--- src/rtl/rr_arbiter_pkg.sv ---
// Shared types for the round-robin arbiter.
// No logic, no latency.
// No flow control.
package rr_arbiter_pkg;

   typedef enum logic {
      IDLE = 1'b0,
      BUSY = 1'b1
   } state_t;

endpackage

--- src/rtl/rr_arbiter_mask.sv ---
// Priority mask: marks every bit above (or below) the set bit of a one-hot vector.
// Combinational, zero latency.
// No flow control.
module rr_arbiter_mask #(
   parameter int W           = 4,
   parameter bit TOWARDS_LSB = 1'b0,
   parameter bit INCLUSIVE   = 1'b0
) (
   input  logic [W-1:0] vec,
   output logic [W-1:0] msk
);

   // running OR of the pointer, swept away from the pointer bit
   always_comb begin
      logic acc;
      acc = 1'b0;
      msk = '0;
      if (!TOWARDS_LSB) begin
         for (int i = 0; i < W; i++) begin
            if (INCLUSIVE) acc = acc | vec[i];
            msk[i] = acc;
            if (!INCLUSIVE) acc = acc | vec[i];
         end
      end else begin
         for (int i = W - 1; i >= 0; i--) begin
            if (INCLUSIVE) acc = acc | vec[i];
            msk[i] = acc;
            if (!INCLUSIVE) acc = acc | vec[i];
         end
      end
   end

endmodule

--- src/rtl/rr_arbiter.sv ---
// Registered round-robin arbiter; one-hot grant held until the downstream acks it.
// Request seen in cycle N gives a valid grant in cycle N+1; ack-to-next-grant has no bubble.
// A grant is never withdrawn or pre-empted: it stays stable until i_ack.
module rr_arbiter
   import rr_arbiter_pkg::*;
#(
   parameter  int W     = 4,
   localparam int IDX_W = (W > 1) ? $clog2(W) : 1
) (
   input  logic             clk,
   input  logic             arst_n,
   input  logic [W-1:0]     i_req,
   input  logic             i_ack,
   output logic [W-1:0]     o_gnt,
   output logic             o_gnt_vld,
   output logic [IDX_W-1:0] o_gnt_idx
);

   state_t           state_q, state_d;
   logic [W-1:0]     ptr_q, ptr_d;
   logic [W-1:0]     gnt_q, gnt_d;
   logic [IDX_W-1:0] idx_q;
   logic             vld_q;

   logic [W-1:0]     ptr_sel;
   logic [W-1:0]     above;
   logic [W-1:0]     nxt;

   // isolate the lowest set bit
   function automatic logic [W-1:0] lowest_bit(input logic [W-1:0] v);
      lowest_bit = v & (~v + W'(1));
   endfunction

   // one-hot to binary
   function automatic logic [IDX_W-1:0] encode(input logic [W-1:0] v);
      encode = '0;
      for (int i = 0; i < W; i++) begin
         if (v[i]) encode = encode | IDX_W'(i);
      end
   endfunction

   // While busy the current grantee acts as the pointer, so it ends up lowest priority
   assign ptr_sel = (state_q == BUSY) ? gnt_q : ptr_q;

   rr_arbiter_mask #(
      .W           (W),
      .TOWARDS_LSB (1'b0),
      .INCLUSIVE   (1'b0)
   ) u_mask (
      .vec (ptr_sel),
      .msk (above)
   );

   // first requester above the pointer, else wrap to the lowest requester
   assign nxt = (|(i_req & above)) ? lowest_bit(i_req & above) : lowest_bit(i_req);

   // next-state and next-grant decision
   always_comb begin
      state_d = state_q;
      ptr_d   = ptr_q;
      gnt_d   = gnt_q;
      case (state_q)
         IDLE: begin
            if (|i_req) begin
               gnt_d   = nxt;
               state_d = BUSY;
            end
         end
         BUSY: begin
            if (i_ack) begin
               ptr_d = gnt_q;
               if (|nxt) begin
                  gnt_d = nxt;
               end else begin
                  gnt_d   = '0;
                  state_d = IDLE;
               end
            end
         end
         default: begin
            state_d = IDLE;
            gnt_d   = '0;
         end
      endcase
   end

   // state and registered outputs; pointer parks at the MSB so requester 0 wins first
   always_ff @(posedge clk or negedge arst_n) begin
      if (!arst_n) begin
         state_q <= IDLE;
         ptr_q   <= {1'b1, {(W-1){1'b0}}};
         gnt_q   <= '0;
         idx_q   <= '0;
         vld_q   <= 1'b0;
      end else begin
         state_q <= state_d;
         ptr_q   <= ptr_d;
         gnt_q   <= gnt_d;
         idx_q   <= encode(gnt_d);
         vld_q   <= |gnt_d;
      end
   end

   assign o_gnt     = gnt_q;
   assign o_gnt_vld = vld_q;
   assign o_gnt_idx = idx_q;

`ifndef SYNTHESIS
   a_onehot : assert property (@(posedge clk) disable iff (!arst_n) $onehot0(o_gnt));
   a_vld    : assert property (@(posedge clk) disable iff (!arst_n) o_gnt_vld == (|o_gnt));
   a_stable : assert property (@(posedge clk) disable iff (!arst_n)
                               (o_gnt_vld && !i_ack) |=> $stable(o_gnt));
   a_idleack: assert property (@(posedge clk) disable iff (!arst_n) !(i_ack && !o_gnt_vld))
      else $warning("ack while no grant outstanding");
   // dropping the request in the ack cycle itself is a clean hand-off
   a_withdraw: assert property (@(posedge clk) disable iff (!arst_n)
                               (o_gnt_vld && !i_ack) |-> i_req[o_gnt_idx])
      else $error("granted requester withdrew its request");
`endif

endmodule

--- config.mk ---
export PLATFORM = sky130hd
export DESIGN_NAME = rr_arbiter
export DESIGN_NICKNAME = d
export VERILOG_FILES = /design/src/rtl/rr_arbiter_pkg.sv /design/src/rtl/rr_arbiter_mask.sv /design/src/rtl/rr_arbiter.sv
export SDC_FILE = /design/constraint.sdc
export NUM_CORES = 1
export LEC_CHECK = 0
export CAP_MARGIN = 20
export CORE_UTILIZATION = 50
export DETAILED_ROUTE_END_ITERATION = 8
export PLACE_DENSITY = 0.88
export SKIP_CTS_REPAIR_TIMING = 1
export SYNTH_ARGS = -nofsm -noshare
export SYNTH_HDL_FRONTEND = slang
export SYNTH_HIERARCHICAL = 1
export SYNTH_SLANG_ARGS = --single-unit
export TNS_END_PERCENT = 100
--- constraint.sdc ---
create_clock -name clk -period 5.6 [get_ports clk]
set_input_delay 0.56 -clock clk [delete_from_list [all_inputs] [get_ports clk]]
set_output_delay 0.56 -clock clk [all_outputs]
set_load 0.02 [all_outputs]
**Word-level counts from Yosys, hierarchy flattened**

Index checks and enable logic that the tools add are counted.

- Input bits: 7
- ROM bits: 0
- Output and inout port bits: 7
- Logic and storage cells: 33
- Bits in registers: 11
- RAM bits: 0
- Memories kept: 0
- Latch bits: 0

- Equal/unequal tests: 0
- Magnitude comparators: 0
- Div/mod/pow operators: 0
- Reduce and logical (&&, ||, !) cells: 5
- $add $sub $neg: 2
- Bitwise operators: 8
- Muxes and demuxes: 13
- Shift-type cells: 0
- Multipliers: 0

Operators by type and width:

| kind | count |
|---|---|
| 4-bit two-way mux | 4 |
| 4-bit OR reduction | 4 |
| 4-bit AND | 3 |
| 4-bit by 1-bit adder with 4-bit output (second input constant) | 2 |
| 4-bit inverter | 2 |
| 4-bit one-hot mux with 2 select lines | 1 |
| 1-bit two-way mux | 4 |
| 2-bit two-way mux | 2 |
| 3-bit two-way mux | 1 |
| 1-bit bitwise OR | 2 |
| 1-bit one-hot mux with 2 select lines | 1 |
| 2-bit AND reduction | 1 |
| 1-bit inverter | 1 |

**Longest topological paths before layout**

- Depth in word-level cells: 15
- Mapped depth: 7
- Gate-level depth less buffers: 6

**Modules after synthesis**

Netlist, hierarchy kept.

By module, submodules not included:

| module | cells each | times used | area each (um2) | sequential area each (um2) |
|---|---|---|---|---|
| rr_arbiter | 54 | 1 | 616.8 | 301.5 |
| rr_arbiter_mask | 5 | 1 | 31.3 | 0.0 |

**Least setup slack after synthesis**

Ideal clock, no wire load.

- Path kind: register -> register
- Start: register state_q
- End: register vld_q, in the netlist o_gnt_vld
- Arrival time: 1.967 ns
- Library setup time: 0.143 ns
- Path buffers: 1
- Period minus slack after synthesis: 2.111 ns
- Required time: 5.457 ns
- Cell stages (with the launch flop): 7
- Path slack: 3.489 ns
- Cells stage by stage: dfrtp_1 buf_2 mux2_2 or3_1 or2_2 a32oi_1 nand4_2

- Word-level cells in the longest chain between the ends: 13
- Elaborated cells on any way between the ends: 16
- Those cells by class: add/sub (1); mux (6); bitwise (6); reduce/logical (3)

RTL lines:

| what | line | source |
|---|---|---|
| from (decl) | rr_arbiter.sv:19 | `state_t state_q, state_d;` |
| from (signal assigned) | rr_arbiter.sv:96 | `state_q <= state_d;` |
| 3-bit two-way mux (*) | rr_arbiter.sv:43 | `assign ptr_sel = (state_q == BUSY) ? gnt_q : ptr_q;` |
| via ptr_sel[1] | rr_arbiter.sv:25 | `logic [W-1:0] ptr_sel;` |
| 1-bit bitwise OR (*) (2 in series) | rr_arbiter_mask.sv:22 | `if (!INCLUSIVE) acc = acc \| vec[i];` |
| via above[3] | rr_arbiter.sv:26 | `logic [W-1:0] above;` |
| 4-bit AND (*) | rr_arbiter.sv:55 | `assign nxt = (\|(i_req & above)) ? lowest_bit(i_req & above) : lowest_bit(i_req);` |
| 4-bit inverter | rr_arbiter.sv:31 | `lowest_bit = v & (~v + W'(1));` |
| 4-bit by 1-bit adder with 4-bit output | rr_arbiter.sv:31 |  |
| 4-bit AND | rr_arbiter.sv:31 |  |
| 4-bit two-way mux (*) | rr_arbiter.sv:55 |  |
| 4-bit OR reduction | rr_arbiter.sv:72 | `if (\|nxt) begin` |
| 4-bit two-way mux | rr_arbiter.sv:72 |  |
| 4-bit two-way mux | rr_arbiter.sv:70 | `if (i_ack) begin` |
| 4-bit one-hot mux with 2 select lines (*) | rr_arbiter.sv:62 | `case (state_q)` |
| 4-bit OR reduction (*) | rr_arbiter.sv:100 | `vld_q <= \|gnt_d;` |
| to (signal assigned) | rr_arbiter.sv:100 |  |
| to (decl) | rr_arbiter.sv:23 | `logic vld_q;` |

The timed path passes the listed nets; every way through them passes the cells marked *.
A chain may end at the register's enable or synchronous reset.

**Worst setup path in the final report**

Same ends and word-level chain as after synthesis.

==> load_flow_metrics.sql <==
INSERT INTO impl_metrics (metric_group, metric, value, unit) VALUES
('outcome', 'result_of_the_run', 'completed', ''),
('grt', 'grtUsageMet2', '0.3839', ''),
('grt', 'grtUsageTotal', '0.2286', ''),
('placed_design', 'gp_congestion', '0.8119', ''),
('power', 'power.switching', '73.81', 'uW'),
('timing', 'final-max-slew-violation-count', '0', ''),
('timing', 'finalSetupViolations', '0', ''),
('detailed_routing', 'initialDrtViolationCount', '15', ''),
('timing', 'achievable-frequency', '425.5', 'MHz'),
('power', 'cellInternalPower', '161.3', 'uW'),
('power', 'share_clk_of_total_power', '0.224', ''),
('hold_path', 'min-delay-path-class', 'flip-flop to flip-flop', ''),
('placed_design', 'port-buffer-count', '13', ''),
('setup_path', 'critical_path_peak_fanout', '7', ''),
('power', 'sequential_power_share', '0.427', ''),
('timing', 'period_needed', '2.350', 'ns'),
('detailed_routing', 'detail_route.drc_violations', '0', ''),
('power', 'share_of_total_power_in_combinational_logic', '0.348', ''),
('power', 'power.density_cell_area', '312.1', 'nW/um2'),
('setup_path', 'worst-endpoint-required', '5.73', 'ns'),
('timing', 'grt_setup_unrepaired', 'no', ''),
('grt', 'globalRouteMet3Util', '0.05488', ''),
('flow_run', 'drv.max_cap_violation_count', '0', ''),
('setup_path', 'timing.reg2reg.worst_path_depth', '5', ''),
('yosys', 'syn-mean-instance-area', '10.70', 'um2'),
('cts', 'largest_buffer_count_on_any_clock_path', '2', ''),
('yosys', 'synth-warning-count', '6', ''),
('final_layout', 'antenna_cells_inserted', '0', ''),
('floorplanning', 'core_area', '1111', 'um2'),
('timing', 'count_of_final_hold_check_violations', '0', ''),
('final_layout', 'p_r_area_growth_vs_syn', '25.68', '%'),
('power', 'total_leakage_power', '0.0003546', 'uW'),
('cts', 'htree_levels', '1', ''),
('timing', 'layout_worst_path_cycle_share', '0.4197', ''),
('timing', 'worst_clock_skew', '0.002050', 'ns'),
('grt', 'pin_count_of_the_biggest_net_entering_global_routing', '12', ''),
('cts', 'path_clk_slew', '0.07', 'ns'),
('detailed_routing', 'firstDrtPassIters', '4', ''),
('final_layout', 'finish.net_count', '78', ''),
('floorplanning', 'dieArea', '1341', 'um2'),
('grt', 'gr-total-overflow', '0', ''),
('yosys', 'post_syn_nets', '63', ''),
('final_layout', 'finalNonFillerCells', '84', ''),
('floorplanning', 'floorplan.rows', '12', ''),
('floorplanning', 'initial_standard_cell_utilization_of_the_core', '0.5394', ''),
('timing', 'setup_tns', '0', 'ns'),
('cts', 'ctsRootBufferMaster', 'sky130_fd_sc_hd__clkbuf_4', ''),
('setup_path', 'worstPathArrival', '2.48', 'ns'),
('floorplanning', 'die_y', '36.62', 'um'),
('grt', 'first_global_vias', '480', ''),
('setup_path', 'setup_crit_path_kind', 'flip-flop to flip-flop', ''),
('setup_path', 'critical_path.startpoint_type', 'flip-flop', ''),
('final_layout', 'filler_cells_inserted', '100', ''),
('grt', 'number_of_antenna_violations_at_the_first_check_in_global_routing', '0', ''),
('setup_path', 'cp-end-kind', 'flip-flop', ''),
('cts', 'later_pin_clock_latency_in_the_skew_report', '0.26', 'ns'),
('detailed_routing', 'wire_length_per_cell', '14.49', 'um'),
('cts', 'number_of_clock_buffers_inserted_by_tritoncts', '3', ''),
('final_layout', 'post_route_cells_drive_above_1_share', '0.1857', ''),
('detailed_routing', 'route.antenna.remaining_nets', '0', ''),
('power', 'irDropWorstVdd', '0.1845', 'mV'),
('power', 'netSwitchingFraction', '0.3140', ''),
('yosys', 'synth_area', '599.3', 'um2'),
('placed_design', 'placedCellCount', '80', ''),
('grt', 'global_route.peak_usage_layer', 'met2', ''),
('grt', 'global_route.usage.met1', '0.2638', ''),
('detailed_routing', 'vias_per_cell', '5.583', ''),
('hold_path', 'worstHoldPathCells', '1', ''),
('floorplanning', 'boundaryPins', '14', ''),
('placed_design', 'dp_hpwl', '880.1', 'um'),
('cts', 'cts_tree', 'yes', ''),
('yosys', 'gate_count_after_technology_mapping', '56', ''),
('detailed_routing', 'route.vias.total', '469', ''),
('floorplanning', 'die_width', '36.62', 'um'),
('detailed_routing', 'finalWirelength', '1217', 'um'),
('grt', 'wire_length_of_the_first_global_routing_pass', '2063', 'um'),
('cts', 'clkSinkCount', '11', '');
-- final cells by class --
type | instances | area, um2 | share of cell area
inverter | 6 | 22.52 | 0.02990
sequential | 11 | 275.3 | 0.3654
multi-input combinational | 36 | 281.5 | 0.3738
tap | 14 | 17.52 | 0.02326
clock buffer | 4 | 26.28 | 0.03488
timing repair buffer | 13 | 130.1 | 0.1728
-- sequential cells by signal, indices dropped and copies added, names as in the netlist --
signal     cells
o_gnt          4
o_gnt_vld      1
state_q        1
ptr_q          3
o_gnt_idx      2
-- worst paths after layout --
kind / slack, ns / from / endpoint
max in group asynchronous: 4.64 / arst_n / o_gnt_idx[1]
min in group asynchronous: 0.63 / arst_n / state_q
worst min-delay path: 0.50 / ptr_q[0] / ptr_q[0]
worst min register to register: 0.50 / ptr_q[0] / ptr_q[0]
worst max register to register: 3.25 / state_q / o_gnt_vld
worst max-delay path: 3.25 / state_q / o_gnt_vld
-- power groups by stage --
stage	sequential (uW)	combinational [uW]	clock [uW]
floorplan	114	36.5	0
global placement	102	80.1	0
detailed placement	102	81.1	0
CTS	101	82.1	55.0
global route	103	89.0	59.3
finish	100	81.9	52.7
-- metrics by stage --
step                instance area (um2)  hold slack (ns)  worst slack, ns  power, uW    util
floorplan                         599.3           0.2644            3.503      150.0       -
global route                      753.2           0.5265            3.120      250.9  0.6779
CTS                               753.2           0.5064            3.269      237.8  0.6779
finish                            753.2           0.5039            3.250      235.1  0.6779
global placement                  726.9           0.4587            3.216      181.8  0.6543
detailed placement                726.9           0.4899            3.153      183.3  0.6543
-- per-layer routing --
layer	wire length (um)	share of wire
met2	629	0.52
met5	0	0
met3	43	0.035
met1	528	0.43
met4	15	0.012
-- worst max-delay path: stages, from the launching register on --
cell and delay [ns]:
sky130_fd_sc_hd__dfrtp_1 0.53, sky130_fd_sc_hd__mux2_2 0.43, sky130_fd_sc_hd__or3_1 0.42, sky130_fd_sc_hd__or2_2 0.31, sky130_fd_sc_hd__a32oi_1 0.39, sky130_fd_sc_hd__nand4_2 0.13
-- cells in the final DEF, fill, tap and decap left out, types with 2 or more instances in the layout --
cell type and n:
sky130_fd_sc_hd__clkdlybuf4s50_1 13, sky130_fd_sc_hd__dfrtp_1 11, sky130_fd_sc_hd__nand2_1 6, sky130_fd_sc_hd__inv_1 6, sky130_fd_sc_hd__mux2_2 5, sky130_fd_sc_hd__clkbuf_4 3
sky130_fd_sc_hd__a22oi_1 2, sky130_fd_sc_hd__nand2b_1 2, sky130_fd_sc_hd__o211ai_1 2, sky130_fd_sc_hd__o21ai_0 2
(Power assumes the default switching activity.)
==> RTL edit (config.mk and constraints unchanged) <==
`W` is set to 4 in 2 places; all go to 8.
--- a/src/rtl/rr_arbiter_mask.sv
+++ b/src/rtl/rr_arbiter_mask.sv
@@ -2,7 +2,7 @@
 // Combinational, zero latency.
 // No flow control.
 module rr_arbiter_mask #(
-   parameter int W           = 4,
+   parameter int W           = 8,
    parameter bit TOWARDS_LSB = 1'b0,
    parameter bit INCLUSIVE   = 1'b0
 ) (
--- a/src/rtl/rr_arbiter.sv
+++ b/src/rtl/rr_arbiter.sv
@@ -4,7 +4,7 @@
 module rr_arbiter
    import rr_arbiter_pkg::*;
 #(
-   parameter  int W     = 4,
+   parameter  int W     = 8,
    localparam int IDX_W = (W > 1) ? $clog2(W) : 1
 ) (
    input  logic             clk,
Interface: changed (resized i_req, o_gnt and o_gnt_idx); port bits go from 14 to 23. No check against the original RTL was run, so the function may have changed too.
==> RTL edit against the unedited design <==
  * Worst setup slack got worse by 1.2 ns
  * Final area rose by 94%
  * Total power rose to 3.8 times the old value
  * Largest cell class unchanged
  * Sequential cell count rose by 9
  * Synthesized area rose by 100%
  * Critical path type unchanged
  * Via count rose by 120%
  * Final cell count rose by 99%
  * Routed wire length rose by 120%
  * Highest routed layer unchanged
==> RTL edit: results (changes against the unedited design) <==
layout cell share with drive strength beyond 1 -> 20.1% (+1.6 points)
global-route wire length before repair -> 4.66 mm (+130%)
CP arrival -> 3.79 ns (+1.31 ns)
Final #Nets -> 151 (+94%)
leakage -> 0.652 nW (+84%)
Root Driver -> clkbuf_4
actual slew at the worst max-slew pin -> 0.885 ns
GP Congestion -> 0.884 (+8.9%)
CTS buffer count -> 3 (unchanged)
M1 GR Usage -> 31.5% (+5.2 points)
routed via count -> 1,039 (+120%)
gr usage total -> 24.0% (+1.1 points)
vias in the first global route -> 1,022 (+110%)
worst hold path class -> reg2reg
M2 GR Usage -> 40.1% (+1.7 points)
clock buffer depth -> 2 (unchanged)
met3 Track Usage GR -> 5.65% (+0.17 points)
DR iter-0 viols -> 72 (+57)
post-DP HPWL -> 2.05 mm (+130%)
clk_lat worst skew -> 0.30 ns (+0.04 ns)
R2R depth -> 8 (+3)
initial antenna violation count -> 0 (unchanged)
largest net degree at the start of global routing -> 21 (+9)
Post-Syn Nets -> 129 (+100%)
Max Fanout on Critical Path -> 10 (+3)
diodes inserted -> 0 (unchanged)
Peak VDD IR -> 0.358 mV (+94%)
CTS clk-pin slew, worst paths -> 0.11 ns (+0.04 ns)
port bufs -> 22 (+9)
Largest register FFs -> 8 (+4)
First-pass DRT Iterations -> 4 (unchanged)
status -> completed
Hold Crit Depth -> 1 (unchanged)
Worst Clk Skew -> 0.00579 ns (+0.00374 ns)
Synth warnings -> 6 (unchanged)
fillers -> 179 (+79%)
Detailed Route WL -> 2.73 mm (+120%)
[RTL edit: changes by cell type in the layout (fill, tap and decap cells not counted), moves of 2 or more]
cell             change
mux2_2              +12
clkdlybuf4s50_1      +9
dfrtp_1              +9
nand2_1              +7
a21oi_1              +5
nor3_1               +4
o31ai_1              +4
nor2_1               +3
inv_1                -2
nand3_1              +2
nand4_1              +2
o211ai_1             -2
o21a_1               +2
[RTL edit: metal layers]
metal	vias up	wire length, um
met3	4	134
met2	46	1380
met5	-	0
met4	0	25
li1	488	-
met1	501	1190
[RTL edit: power breakdown]
| part | internal, mW | switching [mW] | leakage (nW) |
|---|---|---|---|
| combinational | 0.255 | 0.292 | 0.371 |
| sequential | 0.207 | 0.0553 | 0.260 |
| clock | 0.0397 | 0.0433 | 0.0210 |
[RTL edit: final timing paths]
check / startpoint / end / slack, ns
max in group asynchronous: arst_n / o_gnt[6]$_DFF_PN0_ / 4.31
max reg2reg: state_q$_DFF_PN0_ / o_gnt_idx[0]$_DFF_PN0_ / 2.05
min reg2reg: ptr_q[2]$_DFFE_PN0P_ / ptr_q[2]$_DFFE_PN0P_ / 0.53
min in group asynchronous: arst_n / o_gnt_vld$_DFF_PN0_ / 0.75
max: state_q$_DFF_PN0_ / o_gnt_idx[0]$_DFF_PN0_ / 2.05
min: ptr_q[2]$_DFFE_PN0P_ / ptr_q[2]$_DFFE_PN0P_ / 0.53
[RTL edit: layout make-up]
class | instances | area, um^2 | share of cell area (%)
timing repair buffer | 22 | 220 | 15.1
inverter | 4 | 15.0 | 1.03
sequential | 20 | 500 | 34.3
multi-input combinational | 89 | 651 | 44.6
clock buffer | 4 | 36.3 | 2.49
tap | 28 | 35.0 | 2.40
[RTL edit: critical path: stages (launching register included)]
cell and delay, ns:
dfrtp_1 0.58, mux2_2 0.44, or4_4 0.56, or4_1 0.47, a222oi_1 0.66, and3_1 0.30
o211a_1 0.20, mux2i_1 0.13, nand4b_1 0.14
[RTL edit: metrics by stage]
step | hold WS, ns | area, um^2 | std cells | setup WS [ns] | total power [mW]
6_report | 0.526 | 1460 | 167 | 2.05 | 0.892
5_1_grt | 0.542 | 1460 | 167 | 1.81 | 0.966
4_1_cts | 0.527 | 1460 | 167 | 2.09 | 0.889
3_5_place_dp | 0.501 | 1420 | 163 | 2.13 | 0.804
3_3_place_gp | 0.490 | 1420 | 163 | 2.26 | 0.784
2_1_floorplan | 0.264 | 1200 | 118 | 2.42 | 0.647
